File: config.mk
export PLATFORM = sky130hd
export DESIGN_NAME = rggen_apb_arbiter_flat
export DESIGN_NICKNAME = d
export VERILOG_FILES = /design/src/rtl/rggen_apb_arbiter_pkg.sv /design/src/rtl/rggen_apb_if.sv /design/src/rtl/rggen_rr_arbiter.sv /design/src/rtl/rggen_apb_arbiter.sv /design/src/flat_wrapper.sv
export SDC_FILE = /design/constraint.sdc
export NUM_CORES = 1
export LEC_CHECK = 0
export ABC_AREA = 1
export CAP_MARGIN = 0
export CORE_ASPECT_RATIO = 0.6
export CORE_MARGIN = 2
export CORE_UTILIZATION = 40
export CTS_BUF_LIST = sky130_fd_sc_hd__clkbuf_8
export DETAILED_ROUTE_END_ITERATION = 10
export PLACE_DENSITY = 0.78
export SLEW_MARGIN = 20
export SYNTH_ARGS = -nofsm -noshare
export SYNTH_HDL_FRONTEND = slang
export SYNTH_HIERARCHICAL = 1
export SYNTH_SLANG_ARGS = --single-unit
File: constraint.sdc
create_clock -name clk -period 3.89 [get_ports clk]
set_clock_uncertainty 0.1 [all_clocks]
set_input_delay 0.778 -clock clk [delete_from_list [all_inputs] [get_ports clk]]
set_output_delay 0.778 -clock clk [all_outputs]
set_load 0.01 [all_outputs]
File: src/rtl/rggen_apb_arbiter_pkg.sv
// Shared types and helpers for the APB host arbiter.
// Holds the FSM state encoding and an index-width helper that stays legal for small counts.
package rggen_apb_arbiter_pkg;

  typedef enum logic [1:0] {
    IDLE   = 2'd0,
    SETUP  = 2'd1,
    ACCESS = 2'd2
  } apb_arb_state_e;

  // Width of an index able to address n entries; never returns 0.
  function automatic int idx_width(input int n);
    return (n <= 2) ? 1 : $clog2(n);
  endfunction

endpackage

File: src/rtl/rggen_apb_if.sv
// APB bus bundle between the arbiter (master) and the register block (slave).
// Handshake: a transfer completes on the clock edge where psel, penable and pready are all high.
interface rggen_apb_if #(
  parameter int ADDRESS_WIDTH = 16,
  parameter int DATA_WIDTH    = 32
);
  logic                      psel;
  logic                      penable;
  logic [ADDRESS_WIDTH-1:0]  paddr;
  logic [2:0]                pprot;
  logic                      pwrite;
  logic [DATA_WIDTH/8-1:0]   pstrb;
  logic [DATA_WIDTH-1:0]     pwdata;
  logic                      pready;
  logic [DATA_WIDTH-1:0]     prdata;
  logic                      pslverr;

  modport master (
    output psel, penable, paddr, pprot, pwrite, pstrb, pwdata,
    input  pready, prdata, pslverr
  );

  modport slave (
    input  psel, penable, paddr, pprot, pwrite, pstrb, pwdata,
    output pready, prdata, pslverr
  );
endinterface

File: src/rtl/rggen_rr_arbiter.sv
// Round-robin grant generator: one-hot grant plus index, pointer advances past the winner on update.
// The pointer holds the first host to consider in the next search.
module rggen_rr_arbiter
  import rggen_apb_arbiter_pkg::*;
#(
  parameter int N  = 2,
  localparam int IW = idx_width(N)
) (
  input  logic          clk,
  input  logic          rst_n,
  input  logic [N-1:0]  i_req,
  input  logic          i_update,
  output logic [N-1:0]  o_grant,
  output logic [IW-1:0] o_index
);

  logic [IW-1:0] r_ptr;
  logic          w_found;

  always_comb begin
    o_grant = '0;
    o_index = '0;
    w_found = 1'b0;
    for (int i = 0; i < N; i++) begin
      logic [IW-1:0] w_cand;
      w_cand = IW'((int'(r_ptr) + i) % N);
      if (!w_found && i_req[w_cand]) begin
        w_found          = 1'b1;
        o_grant[w_cand]  = 1'b1;
        o_index          = w_cand;
      end
    end
  end

  always_ff @(posedge clk) begin
    if (!rst_n) begin
      r_ptr <= '0;
    end else if (i_update) begin
      r_ptr <= (o_index == IW'(N - 1)) ? '0 : o_index + 1'b1;
    end
  end

endmodule

File: src/rtl/rggen_apb_arbiter.sv
// Shares one APB master port between N_HOSTS req/ack hosts with round-robin arbitration,
// SETUP/ACCESS sequencing and an optional ACCESS-phase watchdog.
module rggen_apb_arbiter
  import rggen_apb_arbiter_pkg::*;
#(
  parameter int         N_HOSTS        = 2,
  parameter int         ADDRESS_WIDTH  = 16,
  parameter int         DATA_WIDTH     = 32,
  parameter logic [2:0] PPROT          = 3'b000,
  parameter int         TIMEOUT_CYCLES = 0
) (
  input  logic                                clk,
  input  logic                                rst_n,
  input  logic [N_HOSTS-1:0]                  i_req,
  input  logic [N_HOSTS*ADDRESS_WIDTH-1:0]    i_address,
  input  logic [N_HOSTS-1:0]                  i_write,
  input  logic [N_HOSTS*DATA_WIDTH-1:0]       i_wdata,
  input  logic [N_HOSTS*DATA_WIDTH/8-1:0]     i_strb,
  output logic [N_HOSTS-1:0]                  o_ack,
  output logic [DATA_WIDTH-1:0]               o_rdata,
  output logic                                o_slverr,
  rggen_apb_if.master                         apb_if
);

  localparam int IW  = idx_width(N_HOSTS);
  localparam int SW  = DATA_WIDTH / 8;
  localparam int WDW = idx_width(TIMEOUT_CYCLES + 1);
  localparam logic [WDW-1:0] WD_LAST = WDW'((TIMEOUT_CYCLES > 0) ? TIMEOUT_CYCLES - 1 : 0);

  localparam logic [1:0] ST_IDLE   = IDLE;
  localparam logic [1:0] ST_SETUP  = SETUP;
  localparam logic [1:0] ST_ACCESS = ACCESS;

  logic [1:0]               r_state;
  logic                     r_psel;
  logic                     r_penable;
  logic                     r_pwrite;
  logic [ADDRESS_WIDTH-1:0] r_paddr;
  logic [DATA_WIDTH-1:0]    r_pwdata;
  logic [SW-1:0]            r_pstrb;
  logic [N_HOSTS-1:0]       r_grant;
  logic [N_HOSTS-1:0]       r_ack;
  logic [DATA_WIDTH-1:0]    r_rdata;
  logic                     r_slverr;
  logic [WDW-1:0]           r_wdog;

  logic [N_HOSTS-1:0]       w_eligible;
  logic [N_HOSTS-1:0]       w_grant;
  logic [IW-1:0]            w_index;
  logic                     w_update;
  logic                     w_timeout;
  logic [ADDRESS_WIDTH-1:0] w_sel_addr;
  logic                     w_sel_write;
  logic [DATA_WIDTH-1:0]    w_sel_wdata;
  logic [SW-1:0]            w_sel_strb;

  // A host whose ack is pulsing this cycle may still hold i_req; it must not win again.
  assign w_eligible = i_req & ~r_ack;
  assign w_update   = (r_state == ST_IDLE) && (|w_eligible);
  assign w_timeout  = (TIMEOUT_CYCLES > 0) && (r_wdog == WD_LAST) && !apb_if.pready;

  rggen_rr_arbiter #(.N(N_HOSTS)) u_rr (
    .clk      (clk),
    .rst_n    (rst_n),
    .i_req    (w_eligible),
    .i_update (w_update),
    .o_grant  (w_grant),
    .o_index  (w_index)
  );

  always_comb begin
    w_sel_addr  = '0;
    w_sel_write = 1'b0;
    w_sel_wdata = '0;
    w_sel_strb  = '0;
    for (int h = 0; h < N_HOSTS; h++) begin
      if (w_index == IW'(h)) begin
        w_sel_addr  = i_address[h*ADDRESS_WIDTH +: ADDRESS_WIDTH];
        w_sel_write = i_write[h];
        w_sel_wdata = i_wdata[h*DATA_WIDTH +: DATA_WIDTH];
        w_sel_strb  = i_strb[h*SW +: SW];
      end
    end
  end

  always_ff @(posedge clk) begin
    if (!rst_n) begin
      r_state   <= ST_IDLE;
      r_psel    <= 1'b0;
      r_penable <= 1'b0;
      r_pwrite  <= 1'b0;
      r_paddr   <= '0;
      r_pwdata  <= '0;
      r_pstrb   <= '0;
      r_grant   <= '0;
      r_ack     <= '0;
      r_rdata   <= '0;
      r_slverr  <= 1'b0;
      r_wdog    <= '0;
    end else begin
      r_ack <= '0;
      case (r_state)
        ST_IDLE: begin
          if (w_update) begin
            r_psel    <= 1'b1;
            r_penable <= 1'b0;
            r_paddr   <= w_sel_addr;
            r_pwrite  <= w_sel_write;
            r_pwdata  <= w_sel_wdata;
            r_pstrb   <= w_sel_strb;
            r_grant   <= w_grant;
            r_state   <= ST_SETUP;
          end
        end
        ST_SETUP: begin
          r_penable <= 1'b1;
          r_state   <= ST_ACCESS;
        end
        ST_ACCESS: begin
          if (apb_if.pready || w_timeout) begin
            r_psel    <= 1'b0;
            r_penable <= 1'b0;
            r_ack     <= r_grant;
            r_wdog    <= '0;
            r_state   <= ST_IDLE;
            if (apb_if.pready) begin
              if (!r_pwrite) r_rdata <= apb_if.prdata;
              r_slverr <= apb_if.pslverr;
            end else begin
              r_slverr <= 1'b1;
            end
          end else if (TIMEOUT_CYCLES > 0) begin
            r_wdog <= r_wdog + 1'b1;
          end
        end
        default: r_state <= ST_IDLE;
      endcase
    end
  end

  assign apb_if.psel    = r_psel;
  assign apb_if.penable = r_penable;
  assign apb_if.paddr   = r_paddr;
  assign apb_if.pwrite  = r_pwrite;
  assign apb_if.pwdata  = r_pwdata;
  assign apb_if.pstrb   = r_pstrb;
  assign apb_if.pprot   = PPROT;
  assign o_ack          = r_ack;
  assign o_rdata        = r_rdata;
  assign o_slverr       = r_slverr;

endmodule

File: src/flat_wrapper.sv
// flat-port wrapper written by rule: the top's interface ports become plain ports
module rggen_apb_arbiter_flat import rggen_apb_arbiter_pkg::*;
#(
  parameter int         N_HOSTS        = 2,
  parameter int         ADDRESS_WIDTH  = 16,
  parameter int         DATA_WIDTH     = 32,
  parameter logic [2:0] PPROT          = 3'b000,
  parameter int         TIMEOUT_CYCLES = 0
)
  (clk, rst_n, i_req, i_address, i_write, i_wdata, i_strb, o_ack, o_rdata, o_slverr, apb_if_psel, apb_if_penable, apb_if_paddr, apb_if_pprot, apb_if_pwrite, apb_if_pstrb, apb_if_pwdata, apb_if_pready, apb_if_prdata, apb_if_pslverr);
  rggen_apb_if #(.ADDRESS_WIDTH(ADDRESS_WIDTH), .DATA_WIDTH(DATA_WIDTH)) apb_if_i ();
  input  logic clk;
  input  logic rst_n;
  input  logic [N_HOSTS-1:0] i_req;
  input  logic [N_HOSTS*ADDRESS_WIDTH-1:0] i_address;
  input  logic [N_HOSTS-1:0] i_write;
  input  logic [N_HOSTS*DATA_WIDTH-1:0] i_wdata;
  input  logic [N_HOSTS*DATA_WIDTH/8-1:0] i_strb;
  output logic [N_HOSTS-1:0] o_ack;
  output logic [DATA_WIDTH-1:0] o_rdata;
  output logic o_slverr;
  output wire logic [$bits(apb_if_i.psel)-1:0] apb_if_psel;
  output wire logic [$bits(apb_if_i.penable)-1:0] apb_if_penable;
  output wire logic [$bits(apb_if_i.paddr)-1:0] apb_if_paddr;
  output wire logic [$bits(apb_if_i.pprot)-1:0] apb_if_pprot;
  output wire logic [$bits(apb_if_i.pwrite)-1:0] apb_if_pwrite;
  output wire logic [$bits(apb_if_i.pstrb)-1:0] apb_if_pstrb;
  output wire logic [$bits(apb_if_i.pwdata)-1:0] apb_if_pwdata;
  input wire logic [$bits(apb_if_i.pready)-1:0] apb_if_pready;
  input wire logic [$bits(apb_if_i.prdata)-1:0] apb_if_prdata;
  input wire logic [$bits(apb_if_i.pslverr)-1:0] apb_if_pslverr;
  assign apb_if_psel = apb_if_i.psel;
  assign apb_if_penable = apb_if_i.penable;
  assign apb_if_paddr = apb_if_i.paddr;
  assign apb_if_pprot = apb_if_i.pprot;
  assign apb_if_pwrite = apb_if_i.pwrite;
  assign apb_if_pstrb = apb_if_i.pstrb;
  assign apb_if_pwdata = apb_if_i.pwdata;
  assign apb_if_i.pready = apb_if_pready;
  assign apb_if_i.prdata = apb_if_prdata;
  assign apb_if_i.pslverr = apb_if_pslverr;
  rggen_apb_arbiter #(.N_HOSTS(N_HOSTS), .ADDRESS_WIDTH(ADDRESS_WIDTH), .DATA_WIDTH(DATA_WIDTH), .PPROT(PPROT), .TIMEOUT_CYCLES(TIMEOUT_CYCLES)) u_core (.clk(clk), .rst_n(rst_n), .i_req(i_req), .i_address(i_address), .i_write(i_write), .i_wdata(i_wdata), .i_strb(i_strb), .o_ack(o_ack), .o_rdata(o_rdata), .o_slverr(o_slverr), .apb_if(apb_if_i));
endmodule
; ---- Word-level counts from Yosys, hierarchy flattened
; Cells that the tools add are included.
[classes]
bitwise = 4
addsub = 2
order_cmp = 4
n_eq_ne = 4
multipliers = 0
div_mod_pow = 0
shifts = 0
n_mux = 26
reduce_logical = 16
[ops]
columns = operator, count
row1 = two-way mux 32 bit, 1
row2 = two-way mux 16 bit, 1
row3 = two-way mux 1 bit, 14
row4 = AND reduction 3 bit, 4
row5 = two-way mux 2 bit, 4
row6 = one-hot mux 2 bit (3 select lines), 1
row7 = AND reduction 2 bit, 3
row8 = logical AND 1 bit, 4
row9 = "less-than comparator 1 x 2 -> 1 bit, second input constant", 2
row10 = two-way mux 4 bit, 1
row11 = "!= test 2 bit, second input constant", 2
row12 = one-hot mux 1 bit (3 select lines), 1
row13 = nonzero test 3 bit, 1
row14 = "adder 1 bit, second input constant", 2
row15 = bitwise AND 2 bit, 1
row16 = demux 1 bit (select 1 bit), 2
row17 = "equality test 2 x 1 -> 1 bit, second input constant", 1
row18 = "equality test 2 bit, second input constant", 1
row19 = "greater-or-equal comparator 1 bit, second input constant", 2
row20 = logical NOT 2 bit, 1
row21 = inverter 2 bit, 1
row22 = bitwise OR 2 bit, 1
row23 = one-hot mux 1 bit (2 select lines), 1
row24 = nonzero test 2 bit, 1
row25 = 3 further kinds, 3
[word_totals]
inputBits = 144
mem_count = 0
rom_bits = 0
word_cells = 68
output_inout_bits = 93
regBits = 95
ram_bits = 0
latchBits = 0

; ---- Depth between registers and ports, before layout
[logic_depth]
depth_word = 10
ltp_mapped = 11
ltp_nobuf = 9

; ---- Modules after synthesis
; Netlist, hierarchy kept.
[by_module_without_submodules]
columns = mod, area_each_um2, n_inst, cells_each, seq_area_each_um2
row1 = rggen_apb_arbiter, 4699.5, 1, 768, 1881.8
row2 = rggen_rr_arbiter, 76.3, 1, 12, 20.0

; ---- Least setup slack after synthesis
; No wires, ideal clock.
[synth_path]
kind = in2reg
from = input i_req[1]
to = register u_core.r_paddr[10], in the netlist u_core/apb_if.paddr[10]
required_time_ns = 3.677
setup_time_ns = 0.113
arrival_time_ns = 1.714
path_buffers = 3
slack_ns = 1.963
stages = 10
cell_sequence = nand2_1 inv_1 a21boi_0 buf_2 buf_4 buf_4 nand2_1 o21ai_0 nor2_1 nor2_1
[synth_via]
elab_chain_cells = 8
elab_cells_between_ends = 14
classes_between = mux (8) / bitwise (1) / reduce/logical (5)
[synth_lines]
columns = element, line
row1 = "start, declared", flat_wrapper.sv:14  ; input logic [N_HOSTS-1:0] i_req;
row2 = bitwise AND 2 bit (*), rggen_apb_arbiter.sv:58  ; assign w_eligible = i_req & ~r_ack;
row3 = via u_core.w_eligible[1], rggen_apb_arbiter.sv:47  ; logic [N_HOSTS-1:0] w_eligible;
row4 = two-way mux 1 bit (implied by the code) (2 in a row), rggen_rr_arbiter.sv:27  ; if (!w_found && i_req[w_cand]) begin
row5 = two-way mux 1 bit, rggen_rr_arbiter.sv:27
row6 = logical NOT 1 bit, rggen_rr_arbiter.sv:27
row7 = logical AND 1 bit, rggen_rr_arbiter.sv:27
row8 = two-way mux 1 bit (*), rggen_rr_arbiter.sv:27
row9 = via u_core.w_index, rggen_apb_arbiter.sv:49  ; logic [IW-1:0] w_index;
row10 = two-way mux 16 bit (*), rggen_apb_arbiter.sv:77  ; if (w_index == IW'(h)) begin
row11 = "end signal, assigned", rggen_apb_arbiter.sv:107  ; r_paddr <= w_sel_addr;
row12 = "end, declared", rggen_apb_arbiter.sv:38  ; logic [ADDRESS_WIDTH-1:0] r_paddr;
; Mark *: on every way through the listed nets, which the timed path passes. The rest lies on a longest branch. The select of a mux whose other input is x is not followed.
; A chain may end at the register's enable or synchronous reset.

; ---- Worst setup path after layout
[layout_path]
from = input i_req[1]
to = register u_core.r_pstrb[0], in the netlist u_core/apb_if.pstrb[0]
[layout_via]
elab_chain_cells = 8
elab_cells_between_ends = 14
classes_between = mux (8) / bitwise (1) / reduce/logical (5)
[layout_lines]
columns = element, line
row1 = bitwise AND 2 bit (*), rggen_apb_arbiter.sv:58
row2 = via u_core.w_eligible[1], rggen_apb_arbiter.sv:47
row3 = two-way mux 1 bit (implied by the code) (2 in a row), rggen_rr_arbiter.sv:27
row4 = two-way mux 1 bit, rggen_rr_arbiter.sv:27
row5 = logical NOT 1 bit, rggen_rr_arbiter.sv:27
row6 = logical AND 1 bit, rggen_rr_arbiter.sv:27
row7 = two-way mux 1 bit (*), rggen_rr_arbiter.sv:27
row8 = via u_core.w_index, rggen_apb_arbiter.sv:49
row9 = two-way mux 4 bit (*), rggen_apb_arbiter.sv:77
row10 = "end signal, assigned", rggen_apb_arbiter.sv:110  ; r_pstrb <= w_sel_strb;
row11 = "end, declared", rggen_apb_arbiter.sv:40  ; logic [SW-1:0] r_pstrb;
; Marks and branches as above.

==> metrics.cfg <==
[synth]
yosys-top-cells-area = dfxtp_1 (40%), nand2_1 (16%), nor2_1 (14%)
synth_cells = 780
synth-seq-area-share_pct = 39.8
syn_area_um2 = 4780
yosysTopAreaCellShare_pct = 39.8
yosysWarnings = 6
synth_cell_types = 20
yosysTopAreaCell = dfxtp_1
syn_area_per_cell_um2 = 6.12
ys_seq_elements = 95

[power]
vdd_drop_max_mv = 0.190
pwr-share-comb_pct = 29.4
seqPwrFrac_pct = 43.9
p_int_mw = 1.76
p_leak_nw = 3.46
powerDensity_nw_per_um2 = 348
switching_share_pct = 30.7
p_sw_mw = 0.779
p_clk_share_pct = 26.7

[critical_path]
cp-start-kind = input pin
path_max_fanout = 82
path_buf_inv = 3
cpMostUsedCell = nor2_1
cp_slowest_cell = a21boi_4
crit_chain = clkdlybuf4s50_1 > nand2_1 > inv_1 > a21boi_4 > buf_12 > o21ai_0 > nor2_1 > nor2_1
crit_arrival_ns = 2.70
cpPeakStageDelay_ns = 0.52
crit_family = buffers and inverters
required_ns = 4.06
path_class = input pin to register
crit_path_end_kind = register

[timing]
finalMaxSlewViolations = 0
fin_crit_sh_pct = 65.2
slew_headroom_pct = 29.3
min_period_ns = 2.54
rsz0062_at_grt = false
max_freq_mhz = 394
worstMarginPinSlew_ns = 1.06
hold_viol_final = 0
timing.setup.tns_ns = 0
finalSetupViolCount = 0
hold_slack_ns = 0.368

[die]
ios = 237
start_util_pct = 41.6
dieArea_um2 = 12900
die_h_um = 88.6
core-area_um2 = 11500
die_width_um = 145
rows = 30

[finish]
n_fill_cell = 1116
num-nets-final = 1129
regArea_um2 = 1900
fin_area_um2 = 7290
diodes = 0
multiInputGateArea_um2 = 2020
areaGrowthSynthToFinish_pct = 52.6
final_common_cell = clkdlybuf4s50_1
drive_gt1_share_pct = 3.23
final_cells = 1150
final_cell_mix = clkdlybuf4s50_1 (232), nand2_1 (203), nor2_1 (178), inv_1 (150), dfxtp_1 (95)

[run]
drv_cap = 0

[clock_network]
root_buffer = clkbuf_8
ctsHoldBuffers = 0
cts_resized = 0
cts_sinks = 95
clk_latency_ns = 0.36
post_cts_buffers = 0
htree_levels = 3
clock_path_buffers = 2
clk_pin_slew_ns = 0.10
cts_buffers = 9
cts_tree = done

[route]
num_vias = 4907
drc = 0
drtPass1Iterations = 4
final_antenna_net_count = 0
drtIter0Drc = 196
avgRoutedWirePerCell_um = 11.4
drt_wl_total_um = 13100
via_per_inst = 4.27

[placement]
dp_hpwl_um = 9580
placed_area_um2 = 7080
placedCellCount = 1134
routabilityCongestion = 0.814
io_buffers = 233

[global_route]
grt_pass1_wl_um = 21100
antenna_found_initial = 0
grt_overflow = 0
grt_pass1_vias = 4450
grt_max_degree = 83
track_usage_pct = 20.1

[hold_path]
hp-class = register to register

[run_status]
status = finished clean

## power by group through the flow
stage | Combinational [mW] | Sequential, mW | Clock, mW
final | 0.746 | 1.11 | 0.677
after global routing | 0.835 | 1.13 | 0.741
after CTS | 0.752 | 1.12 | 0.703
after detailed placement | 0.747 | 1.14 | 0
after global placement | 0.742 | 1.13 | 0
after floorplan | 0.352 | 1.17 | 0
## sequential cells by signal (all words and copies together) (netlist names), 2 cells and up, named ones only
register              cells
u_core/r_grant            2
u_core/apb_if.pstrb       4
u_core/apb_if.paddr      16
u_core/o_rdata           32
u_core/o_ack              2
u_core/apb_if.pwdata     32
u_core/r_state            2
## metal layers
layer	share of wire [%]	GRT usage, %	vias up
li1	-	-	2653
met1	45	24.1	2085
met2	45	34.0	153
met3	9.0	8.25	16
met4	1.3	5.53	0
met5	0	0	-
## cell type report
type / count / area share (%)
Sequential cell: 95 / 26.1
Clock buffer: 9 / 1.70
Timing Repair Buffer: 238 / 32.8
Tap cell: 160 / 2.75
Clock inverter: 7 / 1.08
Inverter: 152 / 7.83
Multi-Input combinational cell: 489 / 27.7
## final timing paths
| kind | startpoint | end | slack (ns) | depth (start not counted) |
|---|---|---|---|---|
| worst max-delay path | i_req[1] | u_core/apb_if.pstrb[0]$_SDFFE_PN0P_ | 1.35 | 8 |
| worst min-delay path | u_core/apb_if.psel$_SDFFE_PN0P_ | u_core/apb_if.psel$_SDFFE_PN0P_ | 0.37 | 2 |
| worst max register to register | u_core/o_ack[0]$_SDFF_PN0_ | u_core/apb_if.pstrb[0]$_SDFFE_PN0P_ | 1.88 | 8 |
| worst min register to register | u_core/apb_if.psel$_SDFFE_PN0P_ | u_core/apb_if.psel$_SDFFE_PN0P_ | 0.37 | 2 |
## synth_stat cells (all sizes together)
library cell  number
a21oi              4
nand3             36
clkbuf            10
inv              152
conb               1
o21ai             53
dfxtp             95
nor2             182
buf               36
nand2            206
and3               2
a21boi             3
## worst register-to-register path: cells and delay by family (launching register included)
family | cells | cell delay [ns]
buffers and inverters | 3 | 0.48
flip-flops | 1 | 0.35
AO/OA/AOI/OAI | 2 | 0.71
AND/OR/NAND/NOR | 3 | 0.27
## per-stage QoR
| step | util (%) | setup slack, ns | total power [mW] |
|---|---|---|---|
| detailed placement | 61.7 | 1.01 | 1.89 |
| CTS | 63.4 | 1.40 | 2.57 |
| global route | 63.4 | 1.19 | 2.70 |
| floorplan | - | 1.96 | 1.53 |
| global placement | 61.7 | 1.03 | 1.88 |
| finish | 63.4 | 1.35 | 2.54 |
## cell families (layout without fill, tap and decap cells)
family,count (synthesis),in the layout,synth area share [%]
AO/OA/AOI/OAI,60,60,6.44
buffers and inverters,198,406,18.4
flip-flops,95,95,39.8
other,1,3,0.0785
AND/OR/NAND/NOR,426,426,35.2
(Power assumes the default switching activity.)
